--- config.mk ---
export PLATFORM = sky130hd
export DESIGN_NAME = arp_resolver
export DESIGN_NICKNAME = d
export VERILOG_FILES = /design/src/rtl/arp_pkg.sv /design/src/rtl/arp_cache.sv /design/src/rtl/arp_resolver.sv
export SDC_FILE = /design/constraint.sdc
export NUM_CORES = 1
export LEC_CHECK = 0
export ABC_AREA = 1
export BUFFER_PORTS_ARGS = -buffer_cell sky130_fd_sc_hd__buf_2
export CELL_PAD_IN_SITES_DETAIL_PLACEMENT = 1
export CELL_PAD_IN_SITES_GLOBAL_PLACEMENT = 2
export CORE_MARGIN = 2
export CORE_UTILIZATION = 33
export DETAILED_ROUTE_END_ITERATION = 7
export GPL_ROUTABILITY_DRIVEN = 0
export PLACE_DENSITY = 0.84
export SETUP_SLACK_MARGIN = 0.2
export SYNTH_ARGS = -nofsm -noshare
export SYNTH_HDL_FRONTEND = slang
export SYNTH_SLANG_ARGS = --single-unit
--- constraint.sdc ---
create_clock -name clk -period 2.9 [get_ports clk]
set_clock_uncertainty 0.05 [all_clocks]
set_input_delay 0.58 -clock clk [delete_from_list [all_inputs] [get_ports clk]]
set_output_delay 0.58 -clock clk [all_outputs]
set_load 0.02 [all_outputs]
--- src/rtl/arp_pkg.sv ---
// Shared types and constants for the ARP resolver: FSM states, cache entry layout,
// and small address-classification helpers.
package arp_pkg;

  localparam int unsigned IP_W  = 32;
  localparam int unsigned MAC_W = 48;

  localparam logic [MAC_W-1:0] BROADCAST_MAC = 48'hFFFF_FFFF_FFFF;
  localparam logic [15:0]      ETH_TYPE_ARP  = 16'h0806;

  typedef enum logic [2:0] {
    IDLE,
    LOOKUP,
    QUERY,
    WAIT_REPLY,
    RESPOND
  } arp_state_t;

  typedef struct packed {
    logic             valid;
    logic [IP_W-1:0]  ip;
    logic [MAC_W-1:0] mac;
  } arp_entry_t;

  // Limited broadcast or the directed broadcast of the local subnet.
  function automatic logic is_broadcast_ip(input logic [IP_W-1:0] ip,
                                           input logic [IP_W-1:0] mask);
    return (ip == '1) || ((ip | mask) == '1);
  endfunction

  // 0.0.0.0 and 255.255.255.255 are never valid ARP sender addresses.
  function automatic logic is_learnable_ip(input logic [IP_W-1:0] ip);
    return (ip != '0) && (ip != '1);
  endfunction

endpackage

--- src/rtl/arp_cache.sv ---
// Fully-associative IP->MAC cache: parallel lookup, learn/overwrite with a
// round-robin victim pointer, and a bulk clear.
module arp_cache
  import arp_pkg::*;
#(
  parameter int unsigned ENTRIES = 4
) (
  input  logic             clk,
  input  logic             reset,
  input  logic             clear,
  input  logic [IP_W-1:0]  lookup_ip,
  output logic             hit_c,
  output logic [MAC_W-1:0] hit_mac_c,
  input  logic             learn_valid,
  input  logic [IP_W-1:0]  learn_ip,
  input  logic [MAC_W-1:0] learn_mac
);

  localparam int unsigned IDX_W = (ENTRIES > 1) ? $clog2(ENTRIES) : 1;

  arp_entry_t       entries [ENTRIES];
  logic [IDX_W-1:0] victim;
  logic             learn_ok;
  logic             learn_match;
  logic [IDX_W-1:0] learn_idx;

  // Parallel compare against the stored entries (pre-write contents).
  always_comb begin : lookup
    hit_c     = 1'b0;
    hit_mac_c = '0;
    for (int i = 0; i < int'(ENTRIES); i++) begin
      if (!hit_c && entries[i].valid && (entries[i].ip == lookup_ip)) begin
        hit_c     = 1'b1;
        hit_mac_c = entries[i].mac;
      end
    end
  end

  // A clear empties the cache first, so a simultaneous learn lands in slot 0.
  always_comb begin : learn_select
    learn_ok    = learn_valid && is_learnable_ip(learn_ip);
    learn_match = 1'b0;
    learn_idx   = victim;
    if (clear) begin
      learn_idx = '0;
    end else begin
      for (int i = 0; i < int'(ENTRIES); i++) begin
        if (!learn_match && entries[i].valid && (entries[i].ip == learn_ip)) begin
          learn_match = 1'b1;
          learn_idx   = IDX_W'(i);
        end
      end
    end
  end

  always_ff @(posedge clk or negedge reset) begin : storage
    if (!reset) begin
      for (int i = 0; i < int'(ENTRIES); i++) begin
        entries[i] <= '0;
      end
      victim <= '0;
    end else begin
      if (clear) begin
        for (int i = 0; i < int'(ENTRIES); i++) begin
          entries[i].valid <= 1'b0;
        end
      end
      if (learn_ok) begin
        entries[learn_idx] <= '{valid: 1'b1, ip: learn_ip, mac: learn_mac};
      end
      if (clear) begin
        victim <= learn_ok ? IDX_W'(1) : '0;
      end else if (learn_ok && !learn_match) begin
        victim <= victim + IDX_W'(1);
      end
    end
  end

endmodule

--- src/rtl/arp_resolver.sv ---
// ARP resolution engine: next-hop selection, cache lookup, who-has query with
// timeout/retry, and a held response toward the IP transmit path.
module arp_resolver
  import arp_pkg::*;
#(
  parameter int unsigned CACHE_ENTRIES  = 4,
  parameter int unsigned TIMEOUT_CYCLES = 125000,
  parameter int unsigned RETRY_COUNT    = 2
) (
  input  logic             clk,
  input  logic             reset,
  input  logic [IP_W-1:0]  local_ip,
  input  logic [IP_W-1:0]  subnet_mask,
  input  logic [IP_W-1:0]  gateway_ip,
  input  logic             arp_req_valid,
  input  logic [IP_W-1:0]  arp_req_ip,
  output logic             arp_req_ready,
  output logic             arp_rsp_valid,
  output logic             arp_rsp_err,
  output logic [MAC_W-1:0] arp_rsp_mac,
  input  logic             arp_rsp_ready,
  output logic             query_valid,
  output logic [IP_W-1:0]  query_ip,
  input  logic             query_ready,
  input  logic             reply_valid,
  input  logic [IP_W-1:0]  reply_ip,
  input  logic [MAC_W-1:0] reply_mac,
  input  logic             cache_clear
);

  localparam int unsigned TMR_W = $clog2(TIMEOUT_CYCLES + 1);
  localparam int unsigned RTY_W = (RETRY_COUNT < 1) ? 1 : $clog2(RETRY_COUNT + 1);

  arp_state_t       state, state_d;
  logic [TMR_W-1:0] timer, timer_d;
  logic [RTY_W-1:0] retries, retries_d;
  logic [IP_W-1:0]  target_q, req_target;
  logic             req_bcast;
  logic             target_load_d;
  logic             rsp_load_d;
  logic [MAC_W-1:0] rsp_mac_d;
  logic             rsp_err_d;
  logic             rsp_valid_d;
  logic             reply_match;
  logic             cache_hit;
  logic [MAC_W-1:0] cache_mac;

  arp_cache #(
    .ENTRIES (CACHE_ENTRIES)
  ) u_cache (
    .clk         (clk),
    .reset       (reset),
    .clear       (cache_clear),
    .lookup_ip   (target_q),
    .hit_c       (cache_hit),
    .hit_mac_c   (cache_mac),
    .learn_valid (reply_valid),
    .learn_ip    (reply_ip),
    .learn_mac   (reply_mac)
  );

  // Off-subnet destinations resolve to the gateway.
  always_comb begin : target_select
    req_bcast  = is_broadcast_ip(arp_req_ip, subnet_mask);
    req_target = ((arp_req_ip & subnet_mask) != (local_ip & subnet_mask)) ? gateway_ip
                                                                          : arp_req_ip;
    reply_match = reply_valid && is_learnable_ip(reply_ip) && (reply_ip == target_q);
  end

  always_ff @(posedge clk or negedge reset) begin : state_reg
    if (!reset) begin
      state    <= IDLE;
      timer    <= '0;
      retries  <= '0;
      target_q <= '0;
    end else begin
      state   <= state_d;
      timer   <= timer_d;
      retries <= retries_d;
      if (target_load_d) begin
        target_q <= req_target;
      end
    end
  end

  always_comb begin : fsm_next
    state_d       = state;
    timer_d       = timer;
    retries_d     = retries;
    target_load_d = 1'b0;
    rsp_load_d    = 1'b0;
    rsp_mac_d     = '0;
    rsp_err_d     = 1'b0;
    // The response asserts one cycle after RESPOND is entered and drops on handshake.
    rsp_valid_d   = (state == RESPOND) && !(arp_rsp_valid && arp_rsp_ready);
    case (state)
      IDLE: begin
        if (arp_req_valid && arp_req_ready) begin
          target_load_d = 1'b1;
          if (req_bcast) begin
            state_d    = RESPOND;
            rsp_load_d = 1'b1;
            rsp_mac_d  = BROADCAST_MAC;
          end else begin
            state_d = LOOKUP;
          end
        end
      end
      LOOKUP: begin
        if (cache_hit) begin
          state_d    = RESPOND;
          rsp_load_d = 1'b1;
          rsp_mac_d  = cache_mac;
        end else begin
          state_d = QUERY;
        end
      end
      QUERY: begin
        if (query_valid && query_ready) begin
          state_d = WAIT_REPLY;
          timer_d = TMR_W'(TIMEOUT_CYCLES - 1);
        end
      end
      WAIT_REPLY: begin
        if (reply_match) begin
          state_d    = RESPOND;
          rsp_load_d = 1'b1;
          rsp_mac_d  = reply_mac;
        end else if (timer == '0) begin
          if (retries < RTY_W'(RETRY_COUNT)) begin
            retries_d = retries + RTY_W'(1);
            state_d   = QUERY;
          end else begin
            state_d    = RESPOND;
            rsp_load_d = 1'b1;
            rsp_err_d  = 1'b1;
          end
        end else begin
          timer_d = timer - TMR_W'(1);
        end
      end
      RESPOND: begin
        if (arp_rsp_valid && arp_rsp_ready) begin
          state_d = IDLE;
        end
      end
      default: state_d = IDLE;
    endcase
    if (state_d == IDLE) begin
      retries_d = '0;
    end
  end

  always_ff @(posedge clk or negedge reset) begin : out_reg
    if (!reset) begin
      arp_req_ready <= 1'b0;
      arp_rsp_valid <= 1'b0;
      arp_rsp_err   <= 1'b0;
      arp_rsp_mac   <= '0;
      query_valid   <= 1'b0;
      query_ip      <= '0;
    end else begin
      arp_req_ready <= (state_d == IDLE);
      arp_rsp_valid <= rsp_valid_d;
      query_valid   <= (state_d == QUERY);
      if (state_d == QUERY) begin
        query_ip <= target_q;
      end
      if (rsp_load_d) begin
        arp_rsp_mac <= rsp_mac_d;
        arp_rsp_err <= rsp_err_d;
      end
    end
  end

endmodule

; Yosys cells after proc, flatten, opt, wreduce, memory -nomap -nowiden
; Cells that the tools add are included.
[word_totals]
register_bits = 464
in_bits = 215
out_inout_bits = 84
word_cells = 165
[op_classes]
n_addsub = 3
n_lt_le_gt_ge = 3
n_eq_ne = 22
muxes = 67
n_bitwise = 4
n_reduce_logical = 43
[ops]
columns = operator, n
row1 = $mux W48, 8
row2 = $bwmux W324, 1
row3 = $mux W324, 1
row4 = $eq A32 B32 Y1, 9
row5 = $demux W81 S2, 1
row6 = $pmux W48 S3, 1
row7 = $mux W81, 1
row8 = $and A32 B32 Y32, 2
row9 = $eq A32 B32 Y1 const B, 2
row10 = $mux W17, 3
row11 = $pmux W17 S2, 1
row12 = $mux W32, 1
row13 = $ne A32 B32 Y1, 1
row14 = $ne A32 B32 Y1 const B, 1
row15 = $or A32 B32 Y32, 1
row16 = $reduce_bool A32 Y1, 1
row17 = $mux W1, 27
row18 = $mux W2, 12
row19 = $mux W3, 8
row20 = $logic_and A1 B1 Y1, 23
row21 = $logic_not A17 Y1, 1
row22 = $sub A17 B1 Y17 const B, 1
row23 = $pmux W3 S5, 1
row24 = $reduce_bool A2 Y1, 5
row25 = other kinds (15), 29

; Depth between registers and ports, before layout
[logic_depth]
word_depth = 26
depth_mapped = 20
mapped_depth_nobuf = 18

; By module
; A second synthesis with hierarchy kept.
[unflattened]
hier_cells = 4277
area_unflattened_um2 = 28411.0
[by_module_without_submodules]
columns = mod, instances, cells_per_inst, area_per_inst_um2, seq_area_each_um2
row1 = arp_cache, 1, 2900, 19531.2, 8157.8
row2 = arp_resolver, 1, 1377, 8879.8, 3453.3

; Least setup slack after synthesis
; OpenSTA, ideal clock, no wires.
[synth_path]
path_type = input port to flip-flop
from = input port reply_ip[23]
to = register arp_rsp_mac[46]
arrival_ns = 2.323
path_slack_ns = 0.414
cell_stages = 15
n_path_buf = 2
cell_sequence = buf_2 inv_1 nand4_1 nor2_1 nand2_1 nor2_2 nor2_4 nand3_2 nand2_1 a21oi_4 nand2_1 buf_2 or2_0 nand2_1 inv_1
[synth_via]
elab_chain_len = 6
[synth_lines]
columns = element, line
row1 = start: declaration, arp_resolver.sv:26  ; input logic [IP_W-1:0] reply_ip,
row2 = $ne A32 B32 Y1 / $reduce_bool A32 Y1 (equally long branches), arp_pkg.sv:33  ; return (ip != '0) && (ip != '1);
row3 = $logic_and A1 B1 Y1, arp_pkg.sv:33
row4 = $logic_and A1 B1 Y1, arp_resolver.sv:67  ; reply_match = reply_valid && is_learnable_ip(reply_ip) && (reply_ip == target_q);
row5 = $logic_and A1 B1 Y1 (*), arp_resolver.sv:67
row6 = $mux W48 / $mux W1 (equally long branches), arp_resolver.sv:125  ; if (reply_match) begin
row7 = $pmux W48 S3 / $pmux W1 S3 (equally long branches), arp_resolver.sv:96  ; case (state)
row8 = end signal: assignment, arp_resolver.sv:170  ; arp_rsp_mac <= rsp_mac_d;
row9 = end: declaration, arp_resolver.sv:20  ; output logic [MAC_W-1:0] arp_rsp_mac,
; Mark *: on every way between the ends. The rest lies on a longest branch, timed or not.
; A chain may end at the register's enable or synchronous reset.

; Final worst setup path
[layout_path]
from = register target_q[6]
to = register query_ip[5]
[layout_via]
elab_chain_len = 18
[layout_lines]
columns = element, line
row1 = start: declaration, arp_resolver.sv:37  ; logic [IP_W-1:0] target_q, req_target;
row2 = start signal: assignment, arp_resolver.sv:81  ; target_q <= req_target;
row3 = $eq A32 B32 Y1, arp_cache.sv:32  ; if (!hit_c && entries[i].valid && (entries[i].ip == lookup_ip)) begin
row4 = $logic_and A1 B1 Y1, arp_cache.sv:32
row5 = $mux W1, arp_cache.sv:32
row6 = $logic_not A1 Y1, arp_cache.sv:32
row7 = $logic_and A1 B1 Y1 (2 in series), arp_cache.sv:32
row8 = $mux W1, arp_cache.sv:32
row9 = $logic_not A1 Y1, arp_cache.sv:32
row10 = $logic_and A1 B1 Y1 (2 in series), arp_cache.sv:32
row11 = $mux W1, arp_cache.sv:32
row12 = $logic_not A1 Y1, arp_cache.sv:32
row13 = $logic_and A1 B1 Y1 (2 in series), arp_cache.sv:32
row14 = $mux W1, arp_cache.sv:32
row15 = $mux W3, arp_resolver.sv:110  ; if (cache_hit) begin
row16 = $pmux W3 S5 (*), arp_resolver.sv:96
row17 = via state_d[1], arp_resolver.sv:34  ; arp_state_t state, state_d;
row18 = $eq A3 B2 Y1 (*), arp_resolver.sv:166  ; if (state_d == QUERY) begin
row19 = end signal: assignment, arp_resolver.sv:167  ; query_ip <= target_q;
row20 = end: declaration, arp_resolver.sv:23  ; output logic [IP_W-1:0] query_ip,
; Mark *: on every way through the listed nets, which the timed path passes. The rest lies on a longest branch.

==> metrics <==
status=finished clean; Post-layout nets=approximately 5,000; Synth area leaders=dfrtp_1, nand2_1, nand3_1, inv_1, nor2_1; DP HPWL=104 mm; minimum clock period=2880 ps; Worst-path clk slew=60 ps; die area=about 0.088 sq mm; sequential area share after synthesis=between 40% and 50%; Worst slew margin=approximately three fifths; Total GRT Usage=between 30% and 40%; top_reg_cell synth=dfrtp_1; vias per inst=approximately 5.4; CTS tree=built; gr ovfl total=0; routed vias=about 33,000; largest net degree at the start of global routing=60; crit end category=flip-flop; Final Hold Viols=0; # IOs=between 200 and 300; Final Cycle Share=roughly 100%; most common library cells after synthesis=nand2_1, dfrtp_1, inv_1, nand3_1, nor2_1; Max clock buf depth=3; Least-Margin Pin Slew=approximately 630 ps; Critical Path AT=3340 ps; Worst path most repeated cell=nand2_1; ys async rst share=between 90% and 100%; power per cell area=810 mW/mm^2; Starting Density=33.3%; min-delay worst type=primary input to flip-flop; TritonCTS Buffers=55; H-tree levels=2; Worst-Skew Late Latency=between 600 and 700 ps; initial DRC count=3,442; synthesis-to-layout area growth=37.9%; clk root buf=clkbuf_16; final setup fails=0; Placeable Area=roughly 0.085 sq mm; syn_nets=roughly 4,500; floorplan row count=107; vias in the first global route=between 30,000 and 40,000; highest net fanout along the worst path=7; slowest stage cell, crit path=dfrtp_1; Die X=between 200 and 300 um; clock sinks=roughly 460; Total Neg Setup Slack=0 ps; Cell variety after synth=47; Mapped Cells=approximately 4,300; Post-DRT Antenna Nets=0; Pleak=about 20 nW; top cell type's share of synthesized area=about two fifths; area of the mapped netlist=approximately 0.028 sq mm; CP startpoint kind=flip-flop; port buffer count=298; Synthesis Warnings=0; global-route wire length before repair=about 210 mm; layout cell share with drive strength beyond 1=between 20% and 30%; RSZ-0062 raised after global routing=yes; setup slack, reg-to-reg=roughly 16 ps; Yosys top cell by area=dfrtp_1; fin area=roughly 0.039 sq mm; Post-synth EDFFs=0; Worst EP required=3360 ps; Placed Area=0.0342 sq mm; WL final=~150 mm; DR WL/cell=roughly 24 um; peak supply drop=approximately 450 uV; First-pass DRT Iterations=6; max-capacitance violation count=0; post-synthesis register bit count=roughly 460; mean post-synth cell area=about 6.6 sq um; worst-path cell chain=clkinvlp_4 -> nand2_1 -> nand2_1 -> nor2_1 -> nand2_1 -> nor3_1 -> buf_4 -> nand2_1 -> nor2_1 -> nand2_2 -> nand4_1 -> nand2_2 -> nand2_8 -> buf_12 -> clkbuf_16 -> o21ai_1; Crit Path Category=flip-flop to flip-flop; slowest cell delay on critical path=between 300 and 400 ps; initial antenna violation count=8; fmax=between 300 and 400 MHz; max-slew violation count=0; Die Y=about 300 um; top-count cell post-synth=nand2_1; DRC violations left=0
final cells by class:
type	instances	area [sq um]
tap	1144	1430
antenna	3	7.51
timing repair buffer	823	7220
multi-input combinational	3178	15000
fill	10800	46100
inverter	415	1620
clock inverter	28	493
sequential	464	11600
clock buffer	75	1610
cells in the final DEF, fill, tap and decap left out, drive strengths merged, types with 33 or more instances in the layout:
cell type and n:
inv 401, clkbuf 98, dfrtp 464, xnor2 43, nand2 1620, nor2 383, o21ai 290, nand3 401
nand4 140, or2 33, xor2 36, a21oi 121, nor3 45, buf 799
stage by stage:
step	utilization [%]	std cells	total power, W	hold slack, ps	worst slack [ps]
2_1_floorplan	-	4273	0.0152	234	414
3_3_place_gp	40.2	5904	0.0205	404	-489
3_5_place_dp	40.2	5904	0.0208	408	-494
4_1_cts	43.4	6039	0.0297	107	169
5_1_grt	45.9	6130	0.0330	149	-71.4
6_report	45.9	6130	0.0316	148	16.4
final timing paths:
kind / from / end / cells after the start
setup / recovery: target_q[6]$_DFFE_PN0P_ / query_ip[5]$_DFFE_PN0P_ / 16
hold / removal: reply_mac[24] / flip-flop / 3
setup reg to reg: target_q[6]$_DFFE_PN0P_ / query_ip[5]$_DFFE_PN0P_ / 16
hold reg to reg: flip-flop / flip-flop / 2
max in group asynchronous: reset / async pin / 3
min in group asynchronous: reset / async pin / 2
per-layer routing:
metal | up-vias | track usage (%) | share of wire (%)
li1 | 14900 | - | -
met1 | 16300 | 41.6 | 41
met2 | 1536 | 48.1 | 44
met3 | 352 | 6.17 | 9.8
met4 | 10 | 11.6 | 4.6
met5 | - | 0 | 0.044
worst max-delay path: cells and delay by family, from the launching register on:
kind	cells	cell delay, ps
buffers and inverters	4	820
and+or+nand+nor	11	1420
DFF	1	380
AOI/OAI and AO/OA	1	70
power by group:
part           internal (W)  switching (W)  total (W)
Combinational       0.00518        0.00854     0.0137
Clock               0.00496        0.00314    0.00811
Sequential          0.00813        0.00167    0.00980
timing repair:
item,CTS,global route
setup endpoints to repair,344,424
buffers inserted,28,54
hold buffers,1,0
hold endpoints to repair,40,0
cloned,3,34
pin swaps,23,78
gates resized for setup,89,295
cell families (layout without fill, tap and decap cells):
logic type	count (synthesis)	after routing	synth area share, %
XOR/XNOR	79	79	2.44
flip-flops	464	464	41.0
adder cells (fa/ha/maj)	1	1	0.0442
buffers and inverters	632	1341	9.13
AO/OA/AOI/OAI	436	436	7.95
AND/OR/NAND/NOR	2661	2662	39.4
other	0	3	0
(Power assumes the default switching activity.)
